## config.mk

```make
export PLATFORM = sky130hd
export DESIGN_NAME = user_register_bank
export DESIGN_NICKNAME = d
export VERILOG_FILES = /design/src/rtl/user_register_bank.sv
export SDC_FILE = /design/constraint.sdc
export NUM_CORES = 1
export LEC_CHECK = 0
export ABC_CLOCK_PERIOD_IN_PS = 5600
export CAP_MARGIN = 40
export CORE_MARGIN = 5
export CORE_UTILIZATION = 45
export DETAILED_ROUTE_END_ITERATION = 8
export PLACE_DENSITY = 0.7
export SLEW_MARGIN = 10
export SYNTH_ARGS = -nofsm -noshare
export SYNTH_HDL_FRONTEND = slang
export SYNTH_SLANG_ARGS = --single-unit
```

## constraint.sdc

```tcl
create_clock -name CLK -period 5.6 [get_ports CLK]
set_input_delay 0.84 -clock CLK [delete_from_list [all_inputs] [get_ports CLK]]
set_output_delay 0.84 -clock CLK [all_outputs]
set_load 0.005 [all_outputs]
```

## src/rtl/user_register_bank.sv

```systemverilog
// Bank of NUM_REGS counters/pointers updated on the falling clock edge,
// with wrap or saturate arithmetic, a sticky overflow flag and two read ports.
module user_register_bank #(
  parameter int                 WIDTH     = 12,
  parameter int                 NUM_REGS  = 4,
  parameter int                 STEP      = 1,
  parameter int                 SAT_MODE  = 0,
  parameter logic [WIDTH-1:0]   RESET_VAL = '0,
  localparam int                AW        = $clog2(NUM_REGS)
) (
  input  logic             CLK,
  input  logic             RST_N,
  input  logic [AW-1:0]    WADDR,
  input  logic [WIDTH-1:0] inpData,
  input  logic             LOAD,
  input  logic             INC,
  input  logic             DEC,
  input  logic             CLR,
  input  logic             CLR_ALL,
  input  logic             OVF_CLR,
  input  logic [AW-1:0]    RADDR_A,
  input  logic [AW-1:0]    RADDR_B,
  output logic [WIDTH-1:0] opDataA,
  output logic [WIDTH-1:0] opDataB,
  output logic             ZERO_A,
  output logic             OVF
);

  logic [WIDTH-1:0] r_regs [NUM_REGS];
  logic             r_ovf;

  logic             w_addrValid;
  logic [AW-1:0]    w_idx;
  logic [WIDTH-1:0] w_cur;
  logic [WIDTH:0]   w_sum;
  logic [WIDTH:0]   w_diff;
  logic [WIDTH-1:0] w_next;
  logic             w_write;
  logic             w_setOvf;

  assign w_addrValid = int'(WADDR) < NUM_REGS;
  assign w_idx       = w_addrValid ? WADDR : '0;
  assign w_cur       = r_regs[w_idx];

  // One extra bit: carry out of the sum flags overflow, borrow out of the
  // difference flags underflow.
  assign w_sum  = {1'b0, w_cur} + (WIDTH+1)'(STEP);
  assign w_diff = {1'b0, w_cur} - (WIDTH+1)'(STEP);

  always_comb begin
    w_next   = w_cur;
    w_write  = 1'b0;
    w_setOvf = 1'b0;
    if (w_addrValid && !CLR_ALL) begin
      if (CLR) begin
        w_next  = RESET_VAL;
        w_write = 1'b1;
      end else if (LOAD) begin
        w_next  = inpData;
        w_write = 1'b1;
      end else if (INC) begin
        w_write  = 1'b1;
        w_setOvf = w_sum[WIDTH];
        w_next   = (w_sum[WIDTH] && SAT_MODE != 0) ? '1 : w_sum[WIDTH-1:0];
      end else if (DEC) begin
        w_write  = 1'b1;
        w_setOvf = w_diff[WIDTH];
        w_next   = (w_diff[WIDTH] && SAT_MODE != 0) ? '0 : w_diff[WIDTH-1:0];
      end
    end
  end

  always_ff @(negedge CLK or negedge RST_N) begin
    if (!RST_N) begin
      for (int i = 0; i < NUM_REGS; i++) r_regs[i] <= RESET_VAL;
      r_ovf <= 1'b0;
    end else begin
      if (CLR_ALL) begin
        for (int i = 0; i < NUM_REGS; i++) r_regs[i] <= RESET_VAL;
      end else if (w_write) begin
        r_regs[w_idx] <= w_next;
      end
      // A new overflow outranks a simultaneous clear request.
      if (w_setOvf)     r_ovf <= 1'b1;
      else if (OVF_CLR) r_ovf <= 1'b0;
    end
  end

  assign opDataA = (int'(RADDR_A) < NUM_REGS) ? r_regs[RADDR_A] : '0;
  assign opDataB = (int'(RADDR_B) < NUM_REGS) ? r_regs[RADDR_B] : '0;
  assign ZERO_A  = (opDataA == '0);
  assign OVF     = r_ovf;

endmodule

```

==> impl_results.md, run 1 <==
- Worst Reg2Reg Path Length in Cells: 10
- Setup TNS: -4935 ps
- Status: finished, violations left
- CTS Buffer Depth: 2
- Met2 Usage GRT: 43.60%
- Post-Synthesis Cells: 322
- Cell family with most CP delay: multiplexers
- CP Cell Sequence: buf_8 -> buf_6 -> buf_12 -> mux4_2 -> or4_4 -> nor3_4 -> a21oi_2 -> mux2_4 -> a221o_1
- First-iteration detailed-routing DRC count: 482
- DIE AREA: 0.009752 mm2
- Clock slew at reported path FFs: 60 ps
- Seq/Total Area, Yosys: 34.59%
- Clock Sinks: 49
- TritonCTS Buffers: 5
- Clk_skew: 9.870 ps
- FFs w/ async S/R, synth: 100.0%
- Sequential fraction of design power: 44.1%
- Ports: 52
- RSZ-0062 raised after global routing: true
- Setup Viol. Count Final: 34
- EDFF count, synth: 0
- Site row count: 32
- Prevailing post-synth register cell: dfrtn_1
- Violated checks: setup timing
- CP Launch Type: input port
- Worst-Skew Late Latency: 310 ps
- Crit Reg-Reg Startpoint: r_regs[1]
- Worst Hold Path Cells: 2
- Total GRT Usage: 27.42%
- DR DRC count: 0
- First-pass DRT Iterations: 6
- Syn nets: 350
- Max VDD drop: 0.1244 mV
- Worst EP arrival: 3230 ps
- Clk pwr share: 25.1%
- Critical-path top delay cell: or4_4
- Worst Hold Class: flip-flop to flip-flop
- WL final: 13790 um
- Crit Path Category: input port to flip-flop
- Vias in the first global route: 3856
- CP Capture Type: flip-flop
- Wirelength per Cell: 23.53 um
- Gr busiest metal: met2
- Met1 Resource Use GR: 37.03%
- Initial Utilization: 46.11%
- Layout cells sized above 1: 45.04%
- Slew headroom: 42.64%
- Layout area overhead: 52.21%
- Switch share: 30.59%
- Total gr overflow: 0
- Hold Path Sink: r_regs[5]
- Die Span Y: 98.75 um
- Min-delay src: r_regs[5]
- First-pass GRT wire length: 20930 um
- R2R setup slack: 2790 ps
- Fin. Hold Viols: 0
- Final Power: 0.0008382 W
- H-tree depth: 2
- Largest net degree at the start of global routing: 50
- #FFs+latches synth: 49
- # Max-Cap Violations: 0
- # fillers: 563
- LEAKAGE: 2.315 nW
- CTS root buf: clkbuf_8
- CTS tree: built
- Most common cell after layout, fill and taps aside: buf_4
- Net Sw Power: 0.0002564 W
- Most frequent cells in the layout: 115 x buf_4, 49 x dfrtn_1, 47 x clkdlybuf4s50_1
- M3 GR Usage: 5.591%
- Comb power frac: 30.8%
- Gp weighted congestion: 0.9809
- WP buf/inv: 3
- Synthesis Warnings: 0
- Port Buffers: 51
- Via Count: 3841
- Vias/cell: 6.555
- Highest cell delay on the worst timing path: 610 ps
- FF-to-FF End: r_regs[20]
- Cell Area, Synth: 0.003545 mm2
- Die X: 98.75 um
- Ant diodes: 0
- CORE AREA: 0.007687 mm2
- Yosys cell types: 58
- Avg Inst Size Synth: 11.01 um2
- Layout net count: 511
- PD cells: 155.4 mW/mm2
- Max Fanout on Critical Path: 5
- DPL Wire Length: 9728 um
- Final ANT Viol Nets: 0
- Core Util, Final: 70.18%
- Setup WS post-layout: -280.1 ps
- Least-Margin Pin Slew: 857.8 ps
- Worst endpoint required time: 2950 ps
- Fin. max-slew vios: 0
- Crit path from: WADDR[0]
- Internal: 0.0005818 W
- Antenna violations before repair: 0
[layer usage]
layer / up-vias / share of wire (%)
li1: 1612 / -
met1: 1880 / 39
met2: 289 / 48
met3: 60 / 9.5
met4: 0 / 3.9
met5: - / 0
[state kept, by name (all words and copies together), names as in the netlist]
name    cells
r_regs     48
OVF         1
[through the flow]
step	instance area (um2)	std cells	hold WS, ps	worst slack [ps]
3_5_place_dp	4926	559	478.8	-1116
4_1_cts	5176	574	484.4	-379.7
5_1_grt	5395	586	525.6	-308.3
6_report	5395	586	491.7	-280.1
2_1_floorplan	3567	322	435.3	-370.4
3_3_place_gp	4906	557	458.8	-1023
[worst reg2reg max path, cell delays in order (launching register included)]
cell and delay [ps]:
dfrtn_1 360, buf_4 150, mux4_2 510, inv_2 90, ha_4 130, nand2_2 50, or4_4 470, nor3_4 170
a21oi_2 60, mux2_4 350, a221o_1 330
[power by group through the flow]
| stage | registers, W | clock network, W | logic (W) |
|---|---|---|---|
| 2_1_floorplan | 0.000375 | 0 | 0.000101 |
| 3_3_place_gp | 0.000375 | 0 | 0.000211 |
| 3_5_place_dp | 0.000376 | 0 | 0.000217 |
| 4_1_cts | 0.000369 | 0.000213 | 0.000232 |
| 5_1_grt | 0.000370 | 0.000226 | 0.000270 |
| 6_report | 0.000370 | 0.000211 | 0.000258 |
[kinds of logic (layout without fill, tap and decap cells)]
family / count (synthesis) / in the layout / share of synthesized area [%]
xor gates and xnor gates: 2 / 2 / 0.4943
AOI/OAI and AO/OA: 99 / 99 / 20.93
buffers and inverters: 32 / 194 / 4.165
DFF: 49 / 49 / 34.59
adders and majority gates: 2 / 2 / 0.7059
muxes: 39 / 39 / 24.85
and+or+nand+nor: 99 / 99 / 14.26
[cells in the mapped netlist (3+ instances only)]
cell | instances | share of area (%)
mux4_2 | 27 | 17
o21ai_0 | 30 | 4.2
nand2b_1 | 4 | 0.71
nor3_1 | 11 | 1.6
a211oi_1 | 3 | 0.64
and3_1 | 5 | 0.88
o31ai_1 | 6 | 1.3
nor2_1 | 16 | 1.7
inv_1 | 9 | 0.95
a22oi_1 | 10 | 2.1
nor4_1 | 4 | 0.71
a221o_1 | 4 | 1.1
buf_1 | 3 | 0.32
nand3_1 | 7 | 0.99
clkbuf_1 | 15 | 1.6
dfrtn_1 | 49 | 35
a21oi_1 | 3 | 0.42
a32o_1 | 5 | 1.4
mux4_1 | 9 | 6.7
nand2_1 | 31 | 3.3
or3_1 | 4 | 0.71
a22o_1 | 18 | 4.4
and4_1 | 3 | 0.74
buf_2 | 3 | 0.42
[worst max-delay path by stage]
stage / to / slack, ps / cells after the start
6_report: r_regs[20] / -280 / 9
4_1_cts: r_regs[20] / -380 / 11
5_1_grt: r_regs[20] / -310 / 9
3_5_place_dp: r_regs[29] / -1120 / 8
3_3_place_gp: r_regs[27] / -1020 / 8
2_1_floorplan: r_regs[32] / -370 / 10
[final cells by class]
cell class	count	area [um2]	area share [%]
Multi-Input combinational cell	241	2406	44.60
Timing Repair Buffer	177	1518	28.13
Sequential cell	49	1226	22.73
Tap cell	102	127.6	2.365
Clock buffer	7	76.32	1.415
Inverter	9	33.78	0.6262
Clock inverter	1	7.507	0.1391
[repair_timing]
item	in CTS	in global routing
gates resized for setup	45	37
pin swaps	22	27
gates cloned	0	0
buffers inserted	8	13
endpoints found under the setup margin	44	45
hold buffers	0	0
hold endpoints to repair	0	0
No activity file was read; power rests on OpenSTA's default activity.
==> run 2, diff against run 1 <==
--- a/config.mk
+++ b/config.mk
@@ -11,6 +11,7 @@
 export CORE_UTILIZATION = 45
 export DETAILED_ROUTE_END_ITERATION = 8
 export PLACE_DENSITY = 0.7
+export RECOVER_POWER = 50
 export SLEW_MARGIN = 10
 export SYNTH_ARGS = -nofsm -noshare
 export SYNTH_HDL_FRONTEND = slang
==> run 2 against run 1 <==
Compared with the run above: the run still ends with setup timing left; total power shrank 0.31%; design area shrank 0.28%; highest routed layer unchanged; worst setup slack improved by 10 ps; final cell count stayed put; largest cell class unchanged; clock-buffer cell count unchanged; sequential share of layout area grew 0.063 points; non-clock buffer count stayed put; utilization shrank 0.20 points; clock power hardly changed.
==> impl_results.md, run 2 (synthesized netlist as in run 1, its figures left out) <==
- Fin. Hold Viols: 0
- Switch share: 30.53%
- Most common cell after layout, fill and taps aside: buf_4
- Worst EP arrival: 3220 ps
- Number of hold-repair buffers added at the cts stage: 0
- First-pass GRT wire length: 20930 um
- Finished Cell Area: 0.005380 mm2
- Crit Path Category: input port to flip-flop
- WP buf/inv: 3
- Setup WS post-layout: -269.6 ps
- Largest Register: r_regs
- Layout area overhead: 51.78%
- Critical-path top delay cell: or4_4
- Worst endpoint required time: 2950 ps
- WL final: 13760 um
- Violated checks: setup timing
- Crit Reg-Reg Startpoint: r_regs[1]
- CP Cell Sequence: buf_8 -> buf_6 -> buf_12 -> mux4_2 -> or4_4 -> nor3_4 -> a21oi_2 -> mux2_4 -> a221o_1
- Final ANT Viol Nets: 0
- PD cells: 155.3 mW/mm2
- Largest net degree at the start of global routing: 50
- LEAKAGE: 2.310 nW
- Worst Reg2Reg Path Length in Cells: 10
- Max VDD drop: 0.1247 mV
- Fin. max-slew vios: 0
- Total GRT Usage: 27.42%
- Highest cell delay on the worst timing path: 610 ps
- # fillers: 565
- Clock Sinks: 49
- Vias in the first global route: 3856
- Worst Hold Path Cells: 2
- Total gr overflow: 0
- Clk_skew: 8.878 ps
- Worst-Skew Late Latency: 300 ps
- Hold Path Sink: r_regs[29]
- Initial Utilization: 46.11%
- Clock slew at reported path FFs: 60 ps
- Worst Hold Class: flip-flop to flip-flop
- Setup Viol. Count Final: 33
- Status: finished, violations left
- CTS tree: built
- Most frequent cells in the layout: 115 x buf_4, 49 x dfrtn_1, 47 x clkdlybuf4s50_1
- CP Capture Type: flip-flop
- Vias/cell: 6.517
- R2R setup slack: 2810 ps
- First-iteration detailed-routing DRC count: 473
- Largest register FFs: 48
- Clk pwr share: 25.1%
- CORE AREA: 0.007687 mm2
- Die Span Y: 98.75 um
- DR DRC count: 0
- Min-delay src: r_regs[29]
- DIE AREA: 0.009752 mm2
- RSZ-0062 raised after global routing: true
- Seq. cell area: 0.001226 mm2
- Sequential fraction of design power: 44.2%
- Gp weighted congestion: 0.9809
- Internal: 0.0005805 W
- Ports: 52
- FF-to-FF End: r_regs[20]
- Placed Area: 0.004926 mm2
- CTS Buffer Depth: 2
- Port Buffers: 51
- H-tree depth: 2
- Least-Margin Pin Slew: 1276 ps
- Layout net count: 511
- CP Launch Type: input port
- Via Count: 3819
- First-pass DRT Iterations: 5
- Site row count: 32
- Slew headroom: 14.91%
- Net Sw Power: 0.0002551 W
- Antenna violations before repair: 0
- Area occupied by multi-input gates: 0.002406 mm2
- Setup TNS: -4966 ps
- Max Fanout on Critical Path: 5
- Cell family with most CP delay: multiplexers
- Die X: 98.75 um
- TritonCTS Buffers: 5
- CTS root buf: clkbuf_8
- # Max-Cap Violations: 0
- Comb power frac: 30.7%
- DPL Wire Length: 9728 um
- Layout cells sized above 1: 45.04%
- Final Power: 0.0008356 W
- Core Util, Final: 69.99%
- Ant diodes: 0
- Wirelength per Cell: 23.48 um
- Hold WS: 488.4 ps
[run 2: worst max-delay path by stage]
stage               startpoint    endpoint  depth (start not counted)  slack (ps)
detailed placement    WADDR[0]  r_regs[29]                          8       -1120
floorplan             WADDR[0]  r_regs[32]                         10        -370
finish                WADDR[0]  r_regs[20]                          9        -270
global route          WADDR[0]  r_regs[20]                          9        -310
CTS                   WADDR[0]  r_regs[20]                         11        -380
global placement      WADDR[0]  r_regs[27]                          8       -1020
[run 2: metal layers]
| layer | vias to the layer above | wire length, um | global-route usage (%) |
|---|---|---|---|
| li1 | 1611 | - | - |
| met5 | - | 0 | 0 |
| met2 | 302 | 6544 | 43.60 |
| met1 | 1858 | 5363 | 37.03 |
| met4 | 0 | 537 | 10.71 |
| met3 | 48 | 1315 | 5.591 |
[run 2: area by class of cell]
class	count	area share [%]
repair buffers	177	27.93
multi-input cells	241	44.72
inverters	9	0.6279
well taps	102	2.372
flip-flops and latches	49	22.79
clock inverters	1	0.1395
clock buffers	7	1.419
[run 2: metrics by stage]
stage                     setup WS (ps)  std cells
final                            -269.6        586
after global routing             -308.3        586
after CTS                        -379.7        574
after detailed placement          -1116        559
after global placement            -1023        557
after floorplan                  -370.4        322
[run 2: power by group through the flow]
| stage | logic (W) | registers (W) | clock network (W) |
|---|---|---|---|
| 2_1_floorplan | 0.000101 | 0.000375 | 0 |
| 3_3_place_gp | 0.000211 | 0.000375 | 0 |
| 3_5_place_dp | 0.000217 | 0.000376 | 0 |
| 4_1_cts | 0.000232 | 0.000369 | 0.000213 |
| 5_1_grt | 0.000269 | 0.000370 | 0.000226 |
| 6_report | 0.000256 | 0.000370 | 0.000210 |
[run 2: tightest hold or removal path, stage by stage (launching register included)]
cell and delay, ps:
dfrtn_1 450, nand2_1 60, o21ai_1 60
[run 2: timing repair]
| action | CTS | global route |
|---|---|---|
| setup buffers | 8 | 13 |
| pin swaps | 22 | 27 |
| endpoints found under the setup margin | 44 | 45 |
| resized for setup | 45 | 37 |
==> run 3, diff against run 2 <==
--- a/config.mk
+++ b/config.mk
@@ -9,6 +9,7 @@
 export CAP_MARGIN = 40
 export CORE_MARGIN = 5
 export CORE_UTILIZATION = 45
+export CTS_CLUSTER_SIZE = 28
 export DETAILED_ROUTE_END_ITERATION = 8
 export PLACE_DENSITY = 0.7
 export RECOVER_POWER = 50
==> results of run 3 <==
Final layout, timing and power as in run 2 (identical DEF).
==> RTL edit 1: new RTL, flow settings as in run 1 <==
Reset style: synchronous (`RST_N`), changed in one clocked block.
--- a/src/rtl/user_register_bank.sv
+++ b/src/rtl/user_register_bank.sv
@@ -70,7 +70,7 @@
     end
   end
 
-  always_ff @(negedge CLK or negedge RST_N) begin
+  always_ff @(negedge CLK) begin
     if (!RST_N) begin
       for (int i = 0; i < NUM_REGS; i++) r_regs[i] <= RESET_VAL;
       r_ovf <= 1'b0;
Check against the original RTL: not equivalent (Yosys sat finds a counterexample within 4 cycles, from zero or initial values and one cycle with RST_N low; the reset may be asserted at any time).
==> RTL edit 1 against run 1 <==
The run still ends with setup timing left; die area increased by 1.1%; synthesized cell count is 2.2% lower; hold slack better by 0.087 ns; setup slack gained 0.22 ns; synthesized area increased by 1.2%; cell area hardly changed; total power rose by 39%; non-clock buffer count down 35; routed wire length is 11% lower; sequential cell count stayed put; register-to-register slack got worse by 0.12 ns; critical path type is now flip-flop to primary output; critical endpoint is now ZERO_A; highest routed layer unchanged.
==> RTL edit 1: results <==
[outcome]
status = "finished, violations left"
violations = "setup timing"

[power]
p_leak_nw = 2.21
ir_drop_uv = 156
p_int_uw = 778
power_frac_seq_pct = 37.7
power_frac_comb_pct = 27.6
power.density_nw_per_um2 = 216

[synth]
syn-mean-instance-area_um2 = 11.4
synth_mux_area_share_pct = 25.7
syn_nets = 343
synth_edf_count = 48
synth_compound_area_share_pct = 11.3
ys_top_cells_by_count = "48 x edfxtp_1, 46 x nor2_1, 36 x mux4_2"
async_flop_share_pct = 0
synth_xor_area_share_pct = 0
synthAdderAreaFrac_pct = 0.698
yosysMostFrequentCell = "edfxtp_1"

[global_route]
grt_use_met1_pct = 30.3
track_usage_pct = 25.1
globalRouteMet2Util_pct = 44.8
grt_first_pass_wirelength_um = 19000
use_met3_pct = 4.70

[timing]
setup_viol = 9
hold_ws_ns = 0.579
worstMarginPinSlew_ns = 0.757
finalSetupTns_ns = -0.260
setup_slack_ns = -0.0568
fin_skew_ns = 0.0270

[detailed_routing]
viasPerCell = 5.90
wl_per_cell_um = 20.8
dr_wl_met3_um = 793
routed-wl-met2_um = 6530
drt-initial-drc-count = 282
drtPass1Iterations = 6

[critical_path]
critPathMaxStageDelay_ns = 0.54
cp.arrival_ns = 4.82
slowest_stage = "mux4_2"
crit_fanout = 2
r2r_cells = 11
r2r_slack_ns = 2.67

[placement]
dpl-instance-area_um2 = 4850
dp_worst_setup_slack_ns = -1.08
gp_congestion = 0.943
numPlacedInstances = 530

[cts]
cts_resized = 37
cts_setup_buffers = 7
clock_latency_ns = 0.39
clk_pin_slew_worst_paths_ns = 0.04

[finish]
nets = 518
syn_to_final_growth_pct = 50.3
fillers = 542
-- RTL edit 1: changes by cell type after synthesis, moves of 5 or more --
| cell | before | now |
|---|---|---|
| dfrtn_1 | 49 | 0 |
| edfxtp_1 | 0 | 48 |
| nor2_1 | 16 | 46 |
| o21ai_0 | 30 | 6 |
| a21oi_1 | 3 | 22 |
| a22o_1 | 18 | 0 |
| a22oi_1 | 10 | 0 |
| mux4_1 | 9 | 0 |
| mux4_2 | 27 | 36 |
| nor3_1 | 11 | 5 |
| o31ai_1 | 6 | 0 |
| a32o_1 | 5 | 0 |
-- RTL edit 1: cell type report --
cell class,instances,share of cell area (%)
well taps,102,2.37
inverters,6,0.418
clock buffers,5,1.28
multi-input cells,237,40.5
clock inverters,52,4.34
flip-flops and latches,49,27.1
repair buffers,142,24.0
-- RTL edit 1: path summary, 6_finish.rpt --
check,from,endpoint
max,r_regs[3][0],ZERO_A
min,OVF,OVF
max reg2reg,r_regs[3][0],r_regs[2][6]
min reg2reg,OVF,OVF
==> RTL edit 2: new RTL, flow settings as in run 1 <==
Made on the original files. Set the parameter `SAT_MODE` to 1 (it was 0).
--- a/src/rtl/user_register_bank.sv
+++ b/src/rtl/user_register_bank.sv
@@ -4,7 +4,7 @@
   parameter int                 WIDTH     = 12,
   parameter int                 NUM_REGS  = 4,
   parameter int                 STEP      = 1,
-  parameter int                 SAT_MODE  = 0,
+  parameter int                 SAT_MODE  = 1,
   parameter logic [WIDTH-1:0]   RESET_VAL = '0,
   localparam int                AW        = $clog2(NUM_REGS)
 ) (
Function: changed (Yosys sat finds a counterexample within 4 cycles, from zero or initial values and one cycle with RST_N low).
==> RTL edit 2 against run 1 <==
The flow still finishes with violations (setup timing); cell area is 13% higher; synthesized area is 5.5% higher; sequential cell count stayed put; via count is 8.6% higher; setup slack better by 0.047 ns; count of clock-buffer cells in the layout is 2 lower; total power is 26% higher; largest cell class unchanged; sequential power is 2% higher; routed wire length is 7.1% higher.
==> RTL edit 2: results <==
[synth]
synthTopCellsByArea = "dfrtn_1 33%, mux4_2 20%, nand2_1 6.0%"
synth_xor_area_share_pct = 1.17
syn_nets = 401
synthAdderAreaFrac_pct = 0.669
synth_mux_area_share_pct = 23.6
synth_compound_area_share_pct = 19.7
synthDistinctLibCells = 62

[outcome]
violations = "setup timing"
status = "finished, violations left"

[finish]
clkCellAreaFrac_pct = 2.20
multi_input_area_share_pct = 45.2
fillers = 560
nonClkBufAreaFrac_pct = 29.4
n_all_buffers = 208
multi_input_gates = 289
num-nonclk-inverters = 14

[detailed_routing]
viasPerCell = 6.20
routed_wl_um = 14800
drt-initial-drc-count = 334

[timing]
setup_viol = 44
fin_skew_ns = 0.00418
maxSlewHeadroom_pct = 45.6
hold_ws_ns = 0.489
setup_slack_ns = -0.233

[cts]
cts_resized = 78

[critical_path]
r2r_start = "r_regs[0]"
r2r_cells = 13
critPathMaxStageDelay_ns = 0.58
r2r-end = "r_regs[22]"
r2r_slack_ns = 2.81

[power]
p_leak_nw = 2.62
ir_drop_uv = 210

[worst_hold_path]
min_to = "r_regs[6]"
holdCritStartpoint = "r_regs[6]"

[placement]
dp_worst_setup_slack_ns = -1.12
gp_congestion = 0.951

[global_route]
grt_pass1_vias = 4314
RTL edit 2: changes by cell type after synthesis, moves of 8 or more:
cell	delta
o21ai_0	+8
a22oi_1	-9
a22o_1	-10
nand2_1	+29
a21oi_1	+10
RTL edit 2: power breakdown:
part           leakage [nW]  internal [mW]  switching (mW)
sequential            0.676          0.368         0.00869
combinational          1.87          0.192           0.184
clock                0.0681          0.178           0.125
total                  2.62          0.738           0.317
RTL edit 2: stage by stage:
step / TNS [ns] / area, um2
2_1_floorplan: -9.49 / 3870
5_1_grt: -9.67 / 6070
6_report: -6.15 / 6070
3_5_place_dp: -46.96 / 5490
4_1_cts: -5.05 / 6000
3_3_place_gp: -44.47 / 5480
RTL edit 2: routing by layer:
layer	GRT usage (%)	vias to the layer above	share of wire [%]
li1	-	1841	-
met4	9.51	0	3.5
met1	38.1	2053	38
met3	6.13	48	7.9
met5	0	-	0
met2	50.1	228	50
